===== src/rtl/pipe_stage_reg.sv =====
// Single pipeline stage register with optional two-entry skid buffer.
// out_valid/out_data come straight from flops; bubbles present all-zero data.
module pipe_stage_reg #(
    parameter int WIDTH   = 71,
    parameter bit SKID_EN = 1'b1
) (
    input  logic             clk,
    input  logic             reset,
    input  logic             flush,
    input  logic             in_valid,
    output logic             in_ready,
    input  logic [WIDTH-1:0] in_data,
    output logic             out_valid,
    input  logic             out_ready,
    output logic [WIDTH-1:0] out_data,
    output logic [1:0]       count
);

    typedef enum logic [1:0] {
        EMPTY = 2'd0,
        ONE   = 2'd1,
        TWO   = 2'd2
    } state_t;

    state_t           r_state;
    logic             r_outValid;
    logic             r_inReady;
    logic [WIDTH-1:0] r_main;
    logic [WIDTH-1:0] r_skid;

    logic             w_accept;
    logic             w_pop;

    assign w_accept = in_valid && in_ready && !flush;
    assign w_pop    = r_outValid && out_ready && !flush;

    // Skid mode breaks the out_ready->in_ready path with a registered ready.
    assign in_ready  = SKID_EN ? r_inReady : (!r_outValid || out_ready);
    assign out_valid = r_outValid;
    assign out_data  = r_main;
    assign count     = r_state;

    always_ff @(posedge clk or negedge reset) begin
        if (!reset) begin
            r_state    <= EMPTY;
            r_outValid <= 1'b0;
            r_inReady  <= 1'b0;
            r_main     <= '0;
            r_skid     <= '0;
        end else if (flush) begin
            r_state    <= EMPTY;
            r_outValid <= 1'b0;
            r_inReady  <= 1'b1;
            r_main     <= '0;
            r_skid     <= '0;
        end else begin
            r_inReady <= 1'b1;
            case (r_state)
                EMPTY: begin
                    if (w_accept) begin
                        r_main     <= in_data;
                        r_outValid <= 1'b1;
                        r_state    <= ONE;
                    end
                end
                ONE: begin
                    if (w_accept && w_pop) begin
                        r_main <= in_data;
                    end else if (w_pop) begin
                        r_main     <= '0;
                        r_outValid <= 1'b0;
                        r_state    <= EMPTY;
                    end else if (w_accept && SKID_EN) begin
                        r_skid    <= in_data;
                        r_inReady <= 1'b0;
                        r_state   <= TWO;
                    end
                end
                TWO: begin
                    // Skid slides into main on the same edge the main entry leaves.
                    if (w_pop) begin
                        r_main  <= r_skid;
                        r_skid  <= '0;
                        r_state <= ONE;
                    end else begin
                        r_inReady <= 1'b0;
                    end
                end
                default: begin
                    r_state    <= EMPTY;
                    r_outValid <= 1'b0;
                    r_main     <= '0;
                    r_skid     <= '0;
                end
            endcase
        end
    end

endmodule


===== config.mk =====
export PLATFORM = sky130hd
export DESIGN_NAME = pipe_stage_reg
export DESIGN_NICKNAME = d
export VERILOG_FILES = /design/src/rtl/pipe_stage_reg.sv
export SDC_FILE = /design/constraint.sdc
export NUM_CORES = 1
export LEC_CHECK = 0
export CAP_MARGIN = 20
export CORE_ASPECT_RATIO = 1.25
export CORE_MARGIN = 2
export CORE_UTILIZATION = 52
export DETAILED_ROUTE_END_ITERATION = 12
export PLACE_DENSITY_LB_ADDON = 0.3
export SLEW_MARGIN = 0
export SYNTH_ARGS = -nofsm -noshare
export SYNTH_HDL_FRONTEND = slang
export SYNTH_SLANG_ARGS = --single-unit
export TNS_END_PERCENT = 30

===== constraint.sdc =====
create_clock -name clk -period 2.7 [get_ports clk]
set_clock_uncertainty 0.2 [all_clocks]
set_input_delay 0.54 -clock clk [delete_from_list [all_inputs] [get_ports clk]]
set_output_delay 0.54 -clock clk [all_outputs]
set_load 0.1 [all_outputs]

======== Word-level counts from Yosys, hierarchy flattened ========
Index checks and enable logic that the tools add are counted.
cells by class
  reductions and logical operators ........ 11
  eq/ne operators ......................... 12
  muxes and demuxes ....................... 28
operators by type and width
  cell                                                             count
  71-bit 2-to-1 mux                                                8
  71-bit one-hot mux with 3 select lines                           2
  3-bit != test, second input constant                             6
  2-bit 2-to-1 mux                                                 6
  1-bit 2-to-1 mux                                                 9
  4-bit != test, second input constant                             2
  4-bit AND reduction                                              2
  2-bit one-hot mux with 3 select lines                            1
  1-bit logical AND                                                5
  5-bit AND reduction                                              1
  2-bit != test, second input constant                             2
  1-bit one-hot mux with 3 select lines                            1
  3-bit AND reduction                                              1
  2-bit by 1-bit == test with 1-bit output, second input constant  1
  2-bit == test, second input constant                             1
  2-bit zero test                                                  1
  1-bit one-hot mux with 2 select lines                            1
  1-bit zero test                                                  1
storage, ports and cells
  word-level logic and storage cells ...... 56
  input bits .............................. 76
  flip-flop bits (word level) ............. 146
  output and inout bits ................... 75

======== Longest topological paths before layout ========
Gate-level depths: netlist of run 1.
  depth after elaboration ................. 7
  gate-level depth with buffers ........... 8
  depth with buffers taken out ............ 6

======== Worst setup path after synthesis of run 1 ========
No wires, ideal clock.
  path kind ............................... flip-flop to flip-flop
  start point ............................. register r_state[1] (netlist: count[1])
  end point ............................... register r_main[12] (netlist: out_data[12])
  buffers on the path ..................... 1
  setup time .............................. 0.075 ns
  cell stages (with the launch flop) ...... 8
  period minus slack after synthesis ...... 2.581 ns
  slack ................................... 0.119 ns
  arrival ................................. 2.306 ns
  required time ........................... 2.425 ns
  cell sequence ........................... dfrtp_1 inv_1 ha_1 nor2_2 a2bb2oi_2 nand2_2 buf_2 o2bb2ai_2
on the way
  cells in the longest elaborated chain, start to end .. 3
  elaborated cells between the ends (all ways) .. 9
  those cells by class .................... eq/ne (5); mux (2); reduce/logical (2)
RTL lines
  item                                                                       RTL line  RTL
  start, declared                                                            25        state_t r_state;
  start signal, assigned                                                     45        r_state <= EMPTY;
  start signal, assigned                                                     51        r_state <= EMPTY;
  start signal, assigned                                                     63        r_state <= ONE;
  2-bit by 1-bit == test with 1-bit output (tied with other cells)           58        case (r_state)
  4-bit != test (no line) (tied with other cells)                            -
  3-bit AND reduction (no line) / 71-bit 2-to-1 mux (equally long branches)  -
  end signal, assigned                                                       61        r_main <= in_data;
  end signal, assigned                                                       68        r_main <= in_data;
  end signal, assigned                                                       82        r_main <= r_skid;
  end, declared                                                              28        logic [WIDTH-1:0] r_main;
Several ways; a longest one is shown, not always the timed one.
A chain may end at the register's enable or synchronous reset.

======== Final worst setup path of run 1 ========
  start point ............................. register r_state[1] (netlist: count[1])
  end point ............................... register r_main[40] (netlist: out_data[40])
The elaborated chain is that of the path after synthesis.

==> impl_metrics.py, run 1 <==
metrics = {
    "run_status": {
        "outcome": "complete, no violations",
    },
    "floorplan": {
        "core_sq_mm": 0.0139,
        "die_w_um": 111,
        "start_util_pct": 53.5,
        "row_count": 48,
        "io_pins": 151,
        "dieArea_sq_mm": 0.0152,
        "die_height_um": 138,
    },
    "critical_path": {
        "cp_max_fo": 48,
        "cp.required_ns": 2.83,
        "crit_arrival_ns": 2.49,
        "worstSetupEndpointType": "register",
        "startpoint_type": "register",
        "critPathKind": "register to register",
    },
    "yosys": {
        "synth_top_area_cell": "dfrtp_1",
        "synth.cell_area_sq_mm": 0.00742,
        "yosysUniqueCellTypes": 37,
        "ys_warn_count": 0,
        "ys_top_cells_by_area": "dfrtp_1, mux2i_1, a22o_1",
        "yosys.area.top_type_share_pct": 49.3,
        "ys_seq_elements": 146,
        "synth_area_per_cell_sq_um": 11.0,
        "syn_inst": 677,
        "syn-num-nets": 757,
        "ys_seq_area_share_pct": 49.3,
    },
    "drt": {
        "vias_per_cell": 5.98,
        "vias": 5954,
        "drc": 0,
        "routedWlPerCell_um": 19.2,
        "firstDrtPassIters": 5,
        "drtIter0Drc": 509,
        "wl_um": 19100,
        "detail-route-antenna-nets": 0,
    },
    "timing": {
        "worst_pin_slew_ns": 0.571,
        "rsz0062_at_grt": "no",
        "fmax_mhz": 425,
        "final_hold_viol_count": 0,
        "slew_viol_final": 0,
        "relSlewSlack_pct": 61.9,
        "setup_ws_ns": 0.344,
        "setup_tns_ns": 0,
        "fin_crit_sh_pct": 87.2,
        "setup_violations": 0,
        "whs_ns": 0.290,
        "fin_crit_ns": 2.36,
    },
    "pwr": {
        "vdd_drop_max_v": 0.000912,
        "leakagePower_nw": 4.51,
        "power_density_mw_per_mm2": 1270,
        "power_mw": 12.0,
    },
    "clock_tree": {
        "cts_buffers": 17,
        "cts_tree": "done",
        "path_clk_slew_ns": 0.06,
        "clockBufferDepth": 2,
        "clockRootBuffer": "clkbuf_16",
        "clock_latency_ns": 0.42,
        "cts_hold_buffers": 1,
        "post_cts_buffers": 0,
        "cts_resized": 0,
        "cts_max_level": 4,
        "cts_sinks": 146,
    },
    "finish": {
        "fin_util_pct": 68.0,
        "fin_cells": 995,
        "fillers": 1041,
        "final_common_cell": "dfrtp_1",
        "mostFrequentLayoutCells": "dfrtp_1, buf_4, clkdlybuf4s50_1",
        "drive_above_1_share_pct": 19.8,
        "syn2layout_area_growth_pct": 27.2,
        "antennaDiodeCount": 0,
        "finalNetCount": 887,
        "finalInstanceArea_sq_mm": 0.00944,
    },
    "grt": {
        "antenna_found_initial": 0,
        "grt_max_degree": 53,
        "grt-ovfl-total": 0,
        "grt_pass1_vias": 6230,
        "grtUsageTotal_pct": 25.5,
        "grt_pass1_wl_um": 31200,
    },
    "flow_run": {
        "cap_violations": 0,
    },
    "placed_design": {
        "place_area_sq_mm": 0.00883,
        "gp_congestion": 0.792,
        "dpl_worst_slack_ns": 0.239,
        "placed_cells": 962,
        "io_buffers": 150,
        "hpwlAfterDp_um": 12300,
    },
    "hold_path": {
        "hold_path_class": "register to register",
    },
}
-- area by class of cell --
type | instances | area (sq um) | area share [%]
sequential | 146 | 3650 | 38.7
multi-input combinational | 468 | 3440 | 36.4
timing repair buffer | 172 | 1530 | 16.2
clock buffer | 18 | 439 | 4.65
tap | 175 | 219 | 2.32
clock inverter | 14 | 153 | 1.62
inverter | 2 | 7.51 | 0.0796
-- path summary, 6_finish.rpt --
path,startpoint,endpoint,slack [ns],cells past startpoint
max in group asynchronous,reset,r_skid[37],1.17,3
min in group asynchronous,reset,out_data[17],0.41,2
worst max-delay path,count[1],out_data[40],0.34,7
worst min register to register,out_data[7],out_data[7],0.29,1
worst min-delay path,out_data[7],out_data[7],0.29,1
worst max register to register,count[1],out_data[40],0.34,7
-- report_power, final --
group	switching [mW]	internal [mW]	total (mW)
clock network	0.959	1.40	2.36
registers	0.341	2.69	3.03
logic	4.86	1.77	6.63
total	6.16	5.86	12.0
-- worst max-delay path: stages (launching register included) --
cell and delay, ns:
dfrtp_1 0.44, inv_1 0.12, ha_1 0.39, nor2_2 0.11
a2bb2oi_2 0.20, nor2_4 0.10, buf_4 0.49, o2bb2ai_1 0.20
-- per-layer routing --
metal	GRT usage (%)	vias to the layer above	wire, um
met2	44.3	201	9680
met3	6.03	28	1100
met1	31.7	3002	7940
met5	0	-	0
li1	-	2723	-
met4	8.40	0	342
-- state kept, by name, summed over array words and instances, names as in the netlist --
name and count:
out_data 71, r_skid 71, count 2, in_ready 1, out_valid 1
-- cell usage after synthesis --
cell       number
buf_6           7
o211ai_1        1
dfrtp_1       146
a31oi_1         1
nor2_4          1
nand3_1         1
nand2b_4        1
a22oi_1         1
o21ai_0         3
nor3_4          1
mux2i_1        71
buf_4           7
nand2_1        73
buf_2          24
a21oi_1        67
o2bb2ai_2      10
nand2_2         3
buf_1           2
clkbuf_2        1
o21ai_1         1
nor2b_1         2
nor2_2          1
a21boi_0        1
nor2_1          5
ha_1            4
a21oi_2        10
a2bb2oi_2       1
or4_1           1
xnor2_1         1
clkbuf_1       20
nand2b_1       71
o31ai_1         1
or3_1           2
and2_1          1
inv_1           2
a22o_1         71
o2bb2ai_1      61
-- kinds of logic after synthesis --
logic type,after synthesis,share of synthesized area (%)
AOI/OAI and AO/OA,229,24.3
DFF,146,49.3
muxes,71,9.58
xor gates and xnor gates,1,0.118
and+or+nand+nor,163,11.4
adders and majority gates,4,0.675
buffers and inverters,63,4.67
Power figures use the tool's default switching activity.
==> run 2: changes to the inputs <==
--- a/config.mk
+++ b/config.mk
@@ -5,12 +5,14 @@
 export SDC_FILE = /design/constraint.sdc
 export NUM_CORES = 1
 export LEC_CHECK = 0
+export ABC_CLOCK_PERIOD_IN_PS = 2700
 export CAP_MARGIN = 20
 export CORE_ASPECT_RATIO = 1.25
 export CORE_MARGIN = 2
 export CORE_UTILIZATION = 52
 export DETAILED_ROUTE_END_ITERATION = 12
 export PLACE_DENSITY_LB_ADDON = 0.3
+export RECOVER_POWER = 25
 export SLEW_MARGIN = 0
 export SYNTH_ARGS = -nofsm -noshare
 export SYNTH_HDL_FRONTEND = slang
==> run 2 against run 1 <==
Via count is essentially flat. Final cell count is the same. Sequential share of layout area about the same. Die area unchanged. Fmax about the same.
==> impl_metrics.py, run 2 (synthesis results as in run 1) <==
metrics = {
    "run_status": {
        "outcome": "complete, no violations",
    },
    "grt": {
        "grt_use_met2_pct": 44.3,
        "antenna_found_initial": 0,
        "grtUsageTotal_pct": 25.5,
        "grt_busiest_layer": "met2",
        "grt-ovfl-total": 0,
        "grt_max_degree": 53,
        "use_met1_pct": 31.7,
        "grt_pass1_vias": 6230,
        "use_met3_pct": 6.03,
        "grt_pass1_wl_um": 31200,
    },
    "drt": {
        "routedWlPerCell_um": 19.1,
        "wl_um": 19000,
        "detail-route-antenna-nets": 0,
        "vias": 5957,
        "drtIter0Drc": 509,
        "drc": 0,
        "firstDrtPassIters": 5,
        "vias_per_cell": 5.99,
    },
    "critical_path": {
        "startpoint_type": "register",
        "worstSetupEndpointType": "register",
        "crit_arrival_ns": 2.49,
        "reg2reg_depth": 7,
        "critPathKind": "register to register",
        "cp_max_fo": 48,
        "cp.required_ns": 2.83,
    },
    "floorplan": {
        "dieArea_sq_mm": 0.0152,
        "die_height_um": 138,
        "die_w_um": 111,
        "core_sq_mm": 0.0139,
        "row_count": 48,
        "start_util_pct": 53.5,
        "io_pins": 151,
    },
    "hold_path": {
        "hold_path_class": "register to register",
        "hold-path-cell-count": 1,
    },
    "pwr": {
        "p_seq_share_pct": 25.2,
        "power_mw": 12.0,
        "vdd_drop_max_v": 0.000910,
        "clockPowerShare_pct": 19.6,
        "power.switching_mw": 6.16,
        "switching_share_pct": 51.3,
        "power_frac_comb_pct": 55.1,
        "power_density_mw_per_mm2": 1270,
        "p_int_mw": 5.86,
        "leakagePower_nw": 4.51,
    },
    "finish": {
        "mostFrequentLayoutCells": "dfrtp_1, buf_4, clkdlybuf4s50_1",
        "syn2layout_area_growth_pct": 27.1,
        "finalNetCount": 887,
        "drive_above_1_share_pct": 19.8,
        "antennaDiodeCount": 0,
        "finalInstanceArea_sq_mm": 0.00943,
        "final_common_cell": "dfrtp_1",
    },
    "timing": {
        "fin_crit_sh_pct": 87.2,
        "setup_violations": 0,
        "worst_pin_slew_ns": 1.15,
        "setup_tns_ns": 0,
        "final_hold_viol_count": 0,
        "fin_crit_ns": 2.36,
        "slew_viol_final": 0,
        "relSlewSlack_pct": 23.3,
        "rsz0062_at_grt": "no",
        "fmax_mhz": 425,
    },
    "clock_tree": {
        "clockBufferDepth": 2,
        "cts_resized": 0,
        "cts_sinks": 146,
        "post_cts_buffers": 0,
        "path_clk_slew_ns": 0.06,
        "cts_tree": "done",
        "clock_latency_ns": 0.42,
        "cts_buffers": 17,
        "cts_max_level": 4,
        "clockRootBuffer": "clkbuf_16",
        "cts_hold_buffers": 1,
    },
    "placed_design": {
        "gp_congestion": 0.792,
        "io_buffers": 150,
        "hpwlAfterDp_um": 12300,
        "place_area_sq_mm": 0.00883,
    },
    "flow_run": {
        "cap_violations": 0,
    },
}
==> run 2: changes by cell type in the layout (fill, tap and decap cells not counted), sizes merged <==
cell    change
buf         -1
clkbuf      +1
==> run 2: final cells by class <==
cell class	count	area (sq um)
clock buffers	18	439
clock inverters	14	153
fillers	1043	4440
inverters	2	7.51
multi-input cells	468	3440
flip-flops and latches	146	3650
well taps	175	219
repair buffers	172	1520
==> run 2: power groups by stage <==
stage	clock (mW)	combinational, mW	sequential (mW)
5_1_grt	2.49	6.95	3.09
3_3_place_gp	0	6.53	3.04
4_1_cts	2.40	6.66	3.03
2_1_floorplan	0	2.33	5.87
3_5_place_dp	0	6.64	3.05
6_report	2.36	6.63	3.03
==> run 2: metal layers <==
layer  wire, um  up-vias
li1           -     2723
met1       7960     3008
met2       9670      198
met3       1070       28
met4        342        0
met5          0        -
==> run 2: path summary, 6_finish.rpt <==
check,start,endpoint,slack (ns)
setup / recovery,count[1],out_data[40],0.34
hold / removal,out_data[7],out_data[7],0.29
setup reg to reg,count[1],out_data[40],0.34
hold reg to reg,out_data[7],out_data[7],0.29
max in group asynchronous,reset,r_skid[37],0.63
min in group asynchronous,reset,out_data[17],0.68
==> run 2: metrics by stage <==
step           setup WS (ns)  hold slack, ns  instances  util, %
3_3_place_gp           0.308           0.272        962     63.7
3_5_place_dp           0.239           0.275        962     63.7
6_report               0.344           0.290        995     68.0
4_1_cts                0.339           0.294        995     68.0
5_1_grt                0.197           0.303        995     68.0
2_1_floorplan          0.119          0.0444        677        -
==> run 2: critical path: stages, from the launching register on <==
cell and delay, ns:
dfrtp_1 0.44, inv_1 0.12, ha_1 0.39, nor2_2 0.11, a2bb2oi_2 0.20, nor2_4 0.10, buf_4 0.49, o2bb2ai_1 0.20
